**src/rtl/pulp_cluster_launcher.sv**
```systemverilog
// Cluster launch sequencer: per-cluster ARM/RUN/DONE FSMs driving fetch enables, plus a
// round-robin completion channel reporting one finished cluster at a time.
module pulp_cluster_launcher #(
  parameter int unsigned N_CLUSTERS = 4,
  parameter int unsigned TO_W       = 16,
  localparam int unsigned CW        = (N_CLUSTERS > 1) ? $clog2(N_CLUSTERS) : 1
) (
  input  logic                  clk_i,
  input  logic                  rst_i,
  input  logic                  launch_valid_i,
  output logic                  launch_ready_o,
  input  logic [N_CLUSTERS-1:0] launch_mask_i,
  input  logic [TO_W-1:0]       timeout_i,
  output logic                  done_valid_o,
  input  logic                  done_ready_i,
  output logic [CW-1:0]         done_cluster_o,
  output logic                  done_timeout_o,
  output logic [N_CLUSTERS-1:0] cl_fetch_en_o,
  input  logic [N_CLUSTERS-1:0] cl_eoc_i,
  input  logic [N_CLUSTERS-1:0] cl_busy_i,
  output logic [N_CLUSTERS-1:0] cl_idle_o,
  output logic                  irq_o
);

  typedef enum logic [1:0] {StIdle, StArm, StRun, StDone} state_e;

  state_e                state_q [N_CLUSTERS];
  state_e                state_d [N_CLUSTERS];
  logic [TO_W-1:0]       cnt_q   [N_CLUSTERS];
  logic [TO_W-1:0]       cnt_d   [N_CLUSTERS];
  logic [N_CLUSTERS-1:0] tflag_q, tflag_d;

  logic                  done_valid_q, done_valid_d;
  logic [CW-1:0]         done_cluster_q, done_cluster_d;
  logic                  done_timeout_q, done_timeout_d;
  logic [CW-1:0]         rr_q, rr_d;

  logic [N_CLUSTERS-1:0] idle, cand;
  logic                  launch_fire, done_hs, to_armed, found;
  logic [TO_W-1:0]       to_last;
  logic [31:0]           scan;
  logic [CW-1:0]         scan_idx;

  always_comb begin
    for (int i = 0; i < N_CLUSTERS; i++) begin
      idle[i]          = (state_q[i] == StIdle);
      cl_fetch_en_o[i] = (state_q[i] == StArm) || (state_q[i] == StRun);
      // The record currently held is not a candidate for reloading.
      cand[i]          = (state_q[i] == StDone) &&
                         !(done_valid_q && (done_cluster_q == CW'(i)));
    end
  end

  assign launch_ready_o = &(~launch_mask_i | idle);
  assign launch_fire    = launch_valid_i & launch_ready_o;
  assign done_hs        = done_valid_q & done_ready_i;
  assign to_armed       = (timeout_i != '0);
  assign to_last        = timeout_i - TO_W'(1);

  always_comb begin
    for (int i = 0; i < N_CLUSTERS; i++) begin
      state_d[i] = state_q[i];
      cnt_d[i]   = cnt_q[i];
      tflag_d[i] = tflag_q[i];
      unique case (state_q[i])
        StIdle: begin
          if (launch_fire && launch_mask_i[i]) begin
            state_d[i] = StArm;
            cnt_d[i]   = '0;
            tflag_d[i] = 1'b0;
          end
        end
        StArm: begin
          cnt_d[i] = cnt_q[i] + TO_W'(1);
          if (to_armed && (cnt_q[i] == to_last)) begin
            state_d[i] = StDone;
            tflag_d[i] = 1'b1;
          end else if (!cl_eoc_i[i] || cl_busy_i[i]) begin
            state_d[i] = StRun;
          end
        end
        StRun: begin
          cnt_d[i] = cnt_q[i] + TO_W'(1);
          if (cl_eoc_i[i]) begin
            state_d[i] = StDone;
            tflag_d[i] = 1'b0;
          end else if (to_armed && (cnt_q[i] == to_last)) begin
            state_d[i] = StDone;
            tflag_d[i] = 1'b1;
          end
        end
        StDone: begin
          if (done_hs && (done_cluster_q == CW'(i))) begin
            state_d[i] = StIdle;
          end
        end
        default: state_d[i] = StIdle;
      endcase
    end
  end

  always_comb begin
    done_valid_d   = done_valid_q;
    done_cluster_d = done_cluster_q;
    done_timeout_d = done_timeout_q;
    rr_d           = rr_q;
    found          = 1'b0;
    scan           = '0;
    scan_idx       = '0;
    if (!done_valid_q || done_hs) begin
      done_valid_d = 1'b0;
      for (int unsigned j = 0; j < N_CLUSTERS; j++) begin
        scan     = (32'(rr_q) + j) % N_CLUSTERS;
        scan_idx = scan[CW-1:0];
        if (!found && cand[scan_idx]) begin
          found          = 1'b1;
          done_valid_d   = 1'b1;
          done_cluster_d = scan_idx;
          done_timeout_d = tflag_q[scan_idx];
          if (32'(scan_idx) == N_CLUSTERS - 1) begin
            rr_d = '0;
          end else begin
            rr_d = scan_idx + CW'(1);
          end
        end
      end
    end
  end

  always_ff @(posedge clk_i) begin
    if (rst_i) begin
      for (int i = 0; i < N_CLUSTERS; i++) begin
        state_q[i] <= StIdle;
        cnt_q[i]   <= '0;
      end
      tflag_q        <= '0;
      done_valid_q   <= 1'b0;
      done_cluster_q <= '0;
      done_timeout_q <= 1'b0;
      rr_q           <= '0;
    end else begin
      for (int i = 0; i < N_CLUSTERS; i++) begin
        state_q[i] <= state_d[i];
        cnt_q[i]   <= cnt_d[i];
      end
      tflag_q        <= tflag_d;
      done_valid_q   <= done_valid_d;
      done_cluster_q <= done_cluster_d;
      done_timeout_q <= done_timeout_d;
      rr_q           <= rr_d;
    end
  end

  assign cl_idle_o      = idle;
  assign done_valid_o   = done_valid_q;
  assign done_cluster_o = done_cluster_q;
  assign done_timeout_o = done_timeout_q;
  assign irq_o          = done_valid_q;

endmodule
```
**config.mk**
```make
export PLATFORM = sky130hd
export DESIGN_NAME = pulp_cluster_launcher
export DESIGN_NICKNAME = d
export VERILOG_FILES = /design/src/rtl/pulp_cluster_launcher.sv
export SDC_FILE = /design/constraint.sdc
export NUM_CORES = 1
export LEC_CHECK = 0
export ABC_CLOCK_PERIOD_IN_PS = 3700
export CAP_MARGIN = 20
export CORE_AREA = 2 2 136 138
export DETAILED_ROUTE_END_ITERATION = 7
export DIE_AREA = 0 0 138 140
export PLACE_DENSITY = 0.49
export SLEW_MARGIN = 20
export SYNTH_ARGS = -nofsm -noshare
export SYNTH_HDL_FRONTEND = slang
export SYNTH_SLANG_ARGS = --single-unit
export TNS_END_PERCENT = 1
```
**constraint.sdc**
```tcl
create_clock -name clk_i -period 3.7 [get_ports clk_i]
set_input_delay 0.555 -clock clk_i [delete_from_list [all_inputs] [get_ports clk_i]]
set_output_delay 0.555 -clock clk_i [all_outputs]
set_load 0.005 [all_outputs]
```
Word-level counts from Yosys, hierarchy flattened
Memories as Yosys holds them, arrays and structs flattened.
Index checks and enable logic that the tools add are counted.
Operators by class
  bitwise operators: 12
  eq/ne operators: 27
  $add $sub $neg: 12
  muxes and demuxes: 104
  order comparisons: 4
  reduce and logical (&&, ||, !) cells: 65
Operator list (number)
  two-way mux 16 bit: 8
  case mux 16 bit (2 select lines): 4
  two-way mux 2 bit: 40
  adder 16 x 1 -> 16 bit (second input constant): 4
  equality test 16 bit: 4
  two-way mux 1 bit: 36
  case mux 2 bit (4 select lines): 4
  equality test 2 bit (second input constant): 14
  logical AND 1 bit: 23
  binary-select mux 1 bit (select 2 bit): 8
  nonzero test 16 bit: 1
  subtractor 16 x 1 -> 16 bit (second input constant): 1
  zero test 1 bit: 12
  less-than comparator 2 x 3 -> 1 bit (second input constant): 4
  case mux 1 bit (3 select lines): 4
  nonzero test 3 bit: 4
  adder 2 x 1 -> 2 bit (second input constant): 5
  equality test 2 x 1 -> 1 bit (second input constant): 5
  zero test 2 bit: 5
  AND reduction 2 bit: 5
  logical OR 1 bit: 9
  != test 2 x 1 -> 1 bit (second input constant): 4
  OR 1 bit: 8
  OR reduction 2 bit: 4
  other kinds (6): 8
Word-level totals
  output and inout bits: 14
  word-level logic and storage cells: 234
  input bits: 32
  bits in writable memories: 72
  flip-flop bits (word level): 10
  memories: 2
Memory list
  cnt_q: depth 4, bits a word 16, rd ports 4, clocked after memory_dff 0, write ports 4, RTL line 29  | logic [TO_W-1:0] cnt_q [N_CLUSTERS];
  state_q: depth 4, bits a word 2, rd ports 4, clocked after memory_dff 0, write ports 4, RTL line 27  | state_e state_q [N_CLUSTERS];

Longest topological paths before layout
Gate-level depths: netlist (run 1).
  word-level depth: 20
  mapped depth: 12
  depth with buffers taken out: 10

Worst setup path after synthesis (run 1)
No wires, ideal clock.
  path type: input -> register
  start: input port timeout_i[0]
  end: memory state_q[1][0] (netlist bit)
  stages: 11
  arrival: 3329 ps
  data required time: 3614 ps
  slack: 285 ps
  path buffers: 1
  library setup time: 86 ps
  cells stage by stage: buf_4 inv_1 ha_1 or3b_4 nor4_4 mux2i_1 o211ai_1 or4_1 or3_1 mux2i_1 a221oi_2
RTL lines
  start, declared: RTL line 13  | input logic [TO_W-1:0] timeout_i,
  end, declared: RTL line 27

==> results of run 1 <==
[per-layer routing]
layer	global-route usage [%]	wire [um]
met1	25.83	8734
met2	31.87	8618
met3	3.385	782
met4	5.639	431
met5	0	0
[sequential cells by signal, indices dropped and copies added, names as in the netlist]
register	cells
done_timeout_o	1
done_valid_o	1
done_cluster_o	2
state_q	8
cnt_q	64
rr_q	2
tflag_q	4
[metrics by stage]
step	cells	instance area, um2	hold WS [ns]	setup slack (ns)	power (mW)
6_report	1089	7540	0.5068	0.1863	3.405
5_1_grt	1089	7540	0.5449	0.04267	3.632
4_1_cts	1089	7515	0.5109	0.1305	3.419
3_5_place_dp	1074	7221	0.4992	-0.2227	2.496
3_3_place_gp	1074	7221	0.4788	-0.1650	2.459
2_1_floorplan	773	6162	0.4677	0.2846	1.991
[layout make-up]
cell class	instances	area, um2	share of cell area (%)
multi-input combinational	617	4227	56.06
sequential	82	1642	21.77
timing repair buffer	114	970.9	12.88
tap	229	286.5	3.800
clock buffer	10	239.0	3.170
inverter	32	120.1	1.593
clock inverter	5	55.05	0.7302
[cell usage in the layout, fill, tap and decap left out, types with 5 or more instances in the layout]
master           instances
a211oi_1                 5
a21oi_1                 34
a22oi_1                  5
a31oi_1                  8
a32oi_1                  7
and3_1                  16
buf_4                   69
clkbuf_16                9
clkdlybuf4s50_1         44
dfxtp_1                 82
ha_1                    26
inv_1                   32
mux2i_1                 15
nand2_1                 55
nand2b_1                 6
nand3_1                 34
nand4_1                 19
nor2_1                  89
nor2b_1                 14
nor3_1                  15
nor4_1                   9
o211ai_1                 7
o21ai_0                 33
o31ai_1                  5
or3_1                   13
or4_1                    9
xnor2_1                 64
xor2_1                  47
[kinds of logic after synthesis]
| family | count (synthesis) | share of synthesized area [%] |
|---|---|---|
| buffers and inverters | 74 | 5.239 |
| and+or+nand+nor | 309 | 26.29 |
| DFF | 82 | 26.64 |
| muxes | 21 | 3.898 |
| xor gates and xnor gates | 113 | 16.51 |
| AOI/OAI and AO/OA | 148 | 16.14 |
| adders and majority gates | 26 | 5.279 |
[path summary, 6_finish.rpt]
kind         cells after the start             end            from  slack, ns
max                             11   state_q[2][1]    timeout_i[0]       0.19
min                              2  done_timeout_o  done_timeout_o       0.51
max reg2reg                     11    cnt_q[1][15]   state_q[0][0]       0.62
min reg2reg                      2  done_timeout_o  done_timeout_o       0.51
[report_power, final]
part	total, mW	internal [mW]	switching, mW
clock network	0.915	0.535	0.380
logic	1.43	0.640	0.792
registers	1.06	0.949	0.108
[critical path: stages]
cell and delay, ns:
clkdlybuf4s50_1 0.45, buf_4 0.19, nor4_1 0.33, buf_4 0.20, and4_1 0.30, xnor2_1 0.17, o21ai_0 0.15, or4_1 0.59
or4_1 0.50, a21oi_2 0.19, mux2i_1 0.18
[what timing repair did]
item | CTS | global route
hold buffers | 0 | 0
gates resized for setup | 0 | 5
setup endpoints to repair | 0 | 5
[synthesized netlist by cell type (all sizes together), types with 3 or more instances]
cell and number:
or4 10, mux2 4, o21bai 4, or3 13, and4 3, nand3b 4
dfxtp 82, ha 26, a31oi 8, nand2b 6, buf 15, nor4 14
or3b 3, nor3 17, a21oi 35, o31ai 6, a211oi 5, a311o 3
xnor2 64, a32oi 7, o21ai 34, nor2b 14, nand2 55, o211ai 7
xor2 47, a22oi 5, a21o 3, a21boi 4, and3 16, nor2 89
inv 32, nor3b 5, mux2i 15, nand4 19, a221oi 3, nand3 34
clkbuf 27
==> impl_results.md, run 1 <==
- Synth top area share: 26.64%
- Clock Tree Root: clkbuf_16
- Fill count: 1,817
- Area Overhead vs Synth: 22.36%
- Fmax: 284.6 MHz
- Setup TNS: 0 ns
- Warnings from Yosys: 0
- Sequential area share after synthesis: 26.64%
- Antenna cells: 0
- Full die area: 19,320 um2
- Power density cells: 451.6 nW/um2
- First-pass GRT wire length: 30,120 um
- Status: finished clean
- Drt via density: 5.401
- Pin count of the biggest net entering global routing: 19
- Synth Instances: 773
- Clk_lat worst skew: 0.35 ns
- Worst min path class: flop to flop
- Initial antenna violation count: 0
- CP startpoint kind: primary input
- Crit Path Max Fanout: 6
- ANT nets after route: 0
- Post-synth top flop: dfxtp_1
- Slew Viols, Final: 0
- Synth area leaders: dfxtp_1 (27%), xnor2_1 (9.1%), xor2_1 (6.7%), nor2_1 (5.4%), ha_1 (5.3%)
- Crit path required time: 3.98 ns
- Crit path kind: primary input to flop
- Maximum vdd drop: 0.2498 mV
- Nets: 914
- Fraction of registers with async set/reset: 0%
- CTS Buffer Depth: 2
- Post-layout util: 42.41%
- Overall Global Routing Usage: 19.27%
- Synth area leader: dfxtp_1
- Syn_nets: 831
- Max-slew headroom: 47.13%
- Port Buffer Count: 45
- Post-synth EDFFs: 0
- Fin crit share: 94.96%
- Max-cap violations: 0
- Post-CTS setup buffers: 0
- Die width: 138 um
- RSZ-0062 raised after global routing: false
- Dpl hpwl: 14,640 um
- Mean area per synthesized cell: 7.972 um2
- Htree depth: 3
- Share of layout cells above drive strength 1: 12.67%
- Drt pass-1 iters: 5
- CTS tree: yes
- Clk sink count: 82
- Setup violators final: 0
- DR vias: 5,882
- Die H: 140 um
- Synthesized cell area: 6162 um2
- Worst Path Arrival: 3.79 ns
- Yosys reg bits: 82
- DR iter-0 viols: 413
- Min Tclk post-route: 3.514 ns
- Worst Clk Skew: 0.006938 ns
- Worst-Margin Slew: 0.7920 ns
- Avg WL per Cell: 17.05 um
- Final WL: 18,570 um
- Total CTS buffers: 9
- I/O pin total: 46
- Critical Path End Type: flop
- CORE AREA: 17,780 um2
- Cell Rows: 49
- Clock-pin slew on the worst setup and hold paths: 0.06 ns
- Cell variety after synth: 73
- P_leak: 2.709 nW
- Starting Density: 34.66%
- Routability cong.: 0.8436
- Final Hold Fails: 0
- DRC: 0
- Gr ovfl total: 0
- Vias in the first global route: 5,675
Power figures use the tool's default switching activity.
==> run 2, diff against run 1 <==
Settings changed: ABC_CLOCK_PERIOD_IN_PS 3700 to 3000, PLACE_DENSITY 0.49 to 0.51.
Clock period 3.7 ns to 3 ns, I/O delays scaled along.
==> impl_results.md, run 2 (synthesis results as in run 1) <==
- Status: finished clean
- Area Overhead vs Synth: 33.95%
- CTS tree: yes
- Flop pwr share: 29.0%
- Dpl hpwl: 15,960 um
- Reg2Reg Depth: 9
- Cell-internal power: 2.758 mW
- ANT nets after route: 0
- Crit path kind: primary input to flop
- Htree depth: 3
- Fin crit share: 98.26%
- Cell Rows: 49
- Fill count: 1,723
- DR vias: 6,200
- Worst Clk Skew: 0.006971 ns
- Share of layout cells above drive strength 1: 23.46%
- Clock Tree Root: clkbuf_16
- CORE AREA: 17,780 um2
- Die H: 140 um
- Fmax: 339.2 MHz
- I/O pin total: 46
- Top Metal Used: met4
- Crit path required time: 3.26 ns
- Most flops, register: cnt_q
- Maximum vdd drop: 0.3354 mV
- Starting Density: 34.66%
- Worst Path Arrival: 3.21 ns
- Logic pwr share: 45.2%
- Switch share: 38.03%
- Post-DP Area: 7720 um2
- Clock share of power: 25.8%
- Max-slew headroom: 63.74%
- Port Buffer Count: 45
- CP startpoint kind: primary input
- Setup violators final: 0
- Crit Path Max Fanout: 4
- Gr ovfl total: 0
- Worst min path class: flop to flop
- Most common cell after layout, fill and taps aside: buf_4
- Post-layout util: 46.43%
- Initial antenna violation count: 0
- Antenna cells: 0
- Regs by FF count: cnt_q (64), state_q (8), tflag_q (4)
- Clock-pin slew on the worst setup and hold paths: 0.07 ns
- Slew Viols, Final: 0
- Die width: 138 um
- Final instance area: 8254 um2
- DRC: 0
- Power density cells: 539.2 nW/um2
- First-pass GRT wire length: 32,360 um
- Drt pass-1 iters: 5
- Nets: 978
- Final Hold Fails: 0
- Final WL: 20,240 um
- Setup TNS: 0 ns
- Min Tclk post-route: 2.948 ns
- Routed wire length on met2: 10,120 um
- Commonest non-fill, non-tap cells in the layout: buf_4 (130), nor2_1 (87), dfxtp_1 (82), xnor2_1 (58), nand2_1 (55)
- Vias in the first global route: 6,165
- Drt via density: 5.373
- Hold Path Depth: 2
- Psw: 1.693 mW
- Total CTS buffers: 9
- Routability cong.: 0.9177
- Pin count of the biggest net entering global routing: 19
- Full die area: 19,320 um2
- DR iter-0 viols: 398
- Clk_lat worst skew: 0.35 ns
- CTS Buffer Depth: 2
- Clk sink count: 82
- RSZ-0062 raised after global routing: true
- P_leak: 3.145 nW
- Routed wl met3: 673 um
- Overall Global Routing Usage: 20.81%
- Hold Buf Count CTS: 0
- Worst-Margin Slew: 0.5422 ns
- M1 WL: 9084 um
- Tot Pwr: 4.451 mW
- Max-cap violations: 0
- Max reg flops: 64
- Critical Path End Type: flop
- Avg WL per Cell: 17.54 um
run 2: changes by cell type in the layout (fill, tap and decap cells not counted), moves of 6 or more:
| cell | before | now |
|---|---|---|
| buf_4 | 69 | 130 |
| clkbuf_2 | 0 | 7 |
| clkdlybuf4s50_1 | 44 | 30 |
| xnor2_1 | 64 | 58 |
| xnor2_2 | 0 | 6 |
run 2: power groups by stage:
stage	Clock (mW)	Sequential, mW	Combinational, mW
floorplan	0	1.27	1.20
global placement	0	1.30	1.91
finish	1.15	1.29	2.01
detailed placement	0	1.31	1.95
global route	1.23	1.31	2.19
CTS	1.19	1.29	1.99
run 2: cell type report:
cell class	count	area (um2)	area share, %
clock buffer	9	225.2	2.729
clock inverter	7	77.57	0.9398
inverter	32	122.6	1.486
multi-input combinational	617	4461	54.04
sequential	82	1642	19.89
tap	229	286.5	3.471
timing repair buffer	178	1440	17.45
run 2: metrics by stage:
step	setup slack, ns	hold slack (ns)	std cells
final	0.05228	0.4952	1154
after detailed placement	-0.7987	0.4833	1124
after global placement	-0.7366	0.4798	1124
after global routing	-0.03916	0.5365	1154
after floorplan	-0.06196	0.4677	773
after CTS	0.001116	0.4972	1153
run 2: final timing paths:
| kind | startpoint | end | slack (ns) |
|---|---|---|---|
| max | timeout_i[3] | state_q[1][0] | 0.05 |
| min | done_timeout_o | done_timeout_o | 0.50 |
| max reg2reg | state_q[1][0] | cnt_q[0][10] | 0.21 |
| min reg2reg | done_timeout_o | done_timeout_o | 0.50 |
run 2: per-layer routing:
metal / track usage, % / vias to the layer above
met5: 0 / -
met4: 6.015 / 0
met3: 3.043 / 26
met2: 37.15 / 144
met1: 26.09 / 2985
li1: - / 3045
run 2: what timing repair did:
action                     CTS  global route
pin swaps                   13            16
gates resized for setup     42            28
buffers inserted            13             1
setup endpoints to repair   12            21
run 2: worst max-delay path: stages:
cell and delay, ns:
clkdlybuf4s15_1 0.20, buf_6 0.13, buf_4 0.14, nor4_4 0.16, buf_4 0.17, and4_4 0.26
xnor2_2 0.08, buf_4 0.15, xnor2_1 0.12, or4_4 0.52, or3_4 0.42, mux2i_2 0.16
a221oi_2 0.24
==> run 3, diff against run 2 <==
==> constraint.sdc (replaced) <==
create_clock -name clk_i -period 3 [get_ports clk_i]
set_input_delay 0.9 -clock clk_i [delete_from_list [all_inputs] [get_ports clk_i]]
set_output_delay 0.9 -clock clk_i [all_outputs]
set_load 0.005 [all_outputs]
==> impl_results.md, run 3 (synthesis results as in run 1) <==
- CTS tree: yes
- Crit path kind: primary input to flop
- Slowest stage cell, crit path: or4_4
- Hold Buf Count CTS: 0
- Max-cap violations: 0
- Initial antenna violation count: 0
- Cell-internal power: 3.100 mW
- Hold_sp: done_timeout_o
- Worst R2R End: cnt_q[3][5]
- Overall Global Routing Usage: 21.37%
- Hold slack: 0.4967 ns
- Hold Path End: done_timeout_o
- Avg WL per Cell: 17.96 um
- Crit-path max cell delay: 0.59 ns
- First-pass GRT wire length: 33,020 um
- Htree depth: 3
- Flop pwr share: 26.5%
- Most flops, register: cnt_q
- Port Buffer Count: 45
- Clk sink count: 82
- Commonest non-fill, non-tap cells in the layout: buf_4 (137), nor2_1 (84), dfxtp_1 (82), xnor2_1 (56), nand2_1 (53)
- Final WL: 20,950 um
- Setup violators final: 12
- Psw: 1.777 mW
- Post-DP Area: 7772 um2
- Final WS setup: -0.3794 ns
- P_leak: 3.301 nW
- Power density cells: 565.8 nW/um2
- Max reg flops: 64
- Fill count: 1,714
- CP bufs+invs: 1
- Regs by FF count: cnt_q (64), state_q (8), tflag_q (4)
- Pin count of the biggest net entering global routing: 18
- Reg2Reg Depth: 14
- Antenna cells: 0
- Cell Count Post-Placement: 1,131
- DR vias: 6,302
- Nets: 991
- Fin crit share: 112.6%
- Starting Density: 34.66%
- Crit-path cells: buf_6 -> or4_4 -> nor4_4 -> mux2i_1 -> o211ai_1 -> or4_4 -> o31a_1 -> a211o_1 -> a221oi_2
- Crit Path Max Fanout: 4
- CORE AREA: 17,780 um2
- Drt pass-1 iters: 5
- Final Hold Fails: 0
- Clk_lat worst skew: 0.35 ns
- Gr ovfl total: 0
- DR iter-0 viols: 390
- Share of layout cells above drive strength 1: 26.97%
- Hold Path Depth: 2
- Crit path top cell by count: or4_4
- Place WS: -1.305 ns
- Family with the most delay on the worst path: simple AND/OR/NAND/NOR gates
- Clock-pin slew on the worst setup and hold paths: 0.07 ns
- Flop2flop setup slack: 0.12 ns
- Die H: 140 um
- Reg-to-Reg Start: state_q[0][0]
- Total CTS buffers: 9
- Full die area: 19,320 um2
- Dpl hpwl: 16,310 um
- Status: finished with violations
- Vias in the first global route: 6,219
- Maximum vdd drop: 0.3087 mV
- Cell Rows: 49
- Most common cell after layout, fill and taps aside: buf_4
- Fmax: 295.9 MHz
- Non-filler instance count after layout: 1,167
- Clock share of power: 27.2%
- Die width: 138 um
- Final instance area: 8618 um2
- ANT nets after route: 0
- Logic pwr share: 46.3%
- RSZ-0062 raised after global routing: true
- Routability cong.: 0.9793
- Worst Path Arrival: 3.65 ns
- Crit path required time: 3.27 ns
- Slew Viols, Final: 0
- Switch share: 36.43%
- Drt via density: 5.400
- Post-layout util: 48.47%
- Area Overhead vs Synth: 39.86%
- I/O pin total: 46
- Critical Path End Type: flop
- CTS Buffer Depth: 2
- Worst-Margin Slew: 0.5392 ns
- Worst min path class: flop to flop
- Setup TNS: -3.163 ns
- DRC: 0
- Max-slew headroom: 63.89%
- Clock Tree Root: clkbuf_16
- Violated checks: setup timing
- Worst Clk Skew: 0.009030 ns
- Tot Pwr: 4.877 mW
- CP startpoint kind: primary input
- Min Tclk post-route: 3.379 ns
==> run 3: area by class of cell <==
| cell class | count | area, um2 | share of cell area [%] |
|---|---|---|---|
| multi-input combinational | 617 | 4636 | 53.79 |
| sequential | 82 | 1642 | 19.05 |
| timing repair buffer | 191 | 1578 | 18.31 |
| tap | 229 | 286.5 | 3.325 |
| clock buffer | 9 | 225.2 | 2.613 |
| clock inverter | 7 | 126.4 | 1.466 |
| inverter | 32 | 125.1 | 1.452 |
==> run 3: worst min-delay path, stage by stage (launching register included) <==
cell and delay (ns):
dfxtp_1 0.31, nor2_1 0.10, nor3_1 0.05
==> run 3: power groups by stage <==
stage               Combinational [mW]  Clock [mW]  Sequential, mW
floorplan                         1.20           0            1.27
global placement                  1.97           0            1.30
detailed placement                2.00           0            1.32
CTS                               2.18        1.36            1.29
global route                      2.46        1.39            1.31
finish                            2.26        1.32            1.29
==> run 3: worst max-delay path by stage <==
stage / from / to / slack [ns] / cells past startpoint
finish: timeout_i[9] / state_q[1][0] / -0.38 / 9
global route: timeout_i[9] / state_q[1][0] / -0.48 / 9
CTS: timeout_i[0] / state_q[1][0] / -0.35 / 12
detailed placement: timeout_i[1] / tflag_q[0] / -1.31 / 15
global placement: timeout_i[1] / state_q[0][0] / -1.20 / 15
floorplan: timeout_i[0] / state_q[2][0] / -0.51 / 11
==> run 3: timing repair <==
action | in CTS | in global routing
endpoints found under the hold margin | 0 | 0
pin swaps | 36 | 11
gates resized for setup | 112 | 25
buffers inserted | 19 | 1
setup endpoints to repair | 30 | 47
==> run 3: layer usage <==
metal	routed length (um)	share of wire, %	GRT usage (%)	vias up
li1	-	-	-	3061
met1	9211	44	26.86	3037
met3	824	3.9	3.419	45
met5	0	0	0	-
met4	770	3.7	9.613	0
met2	10150	48	36.19	159
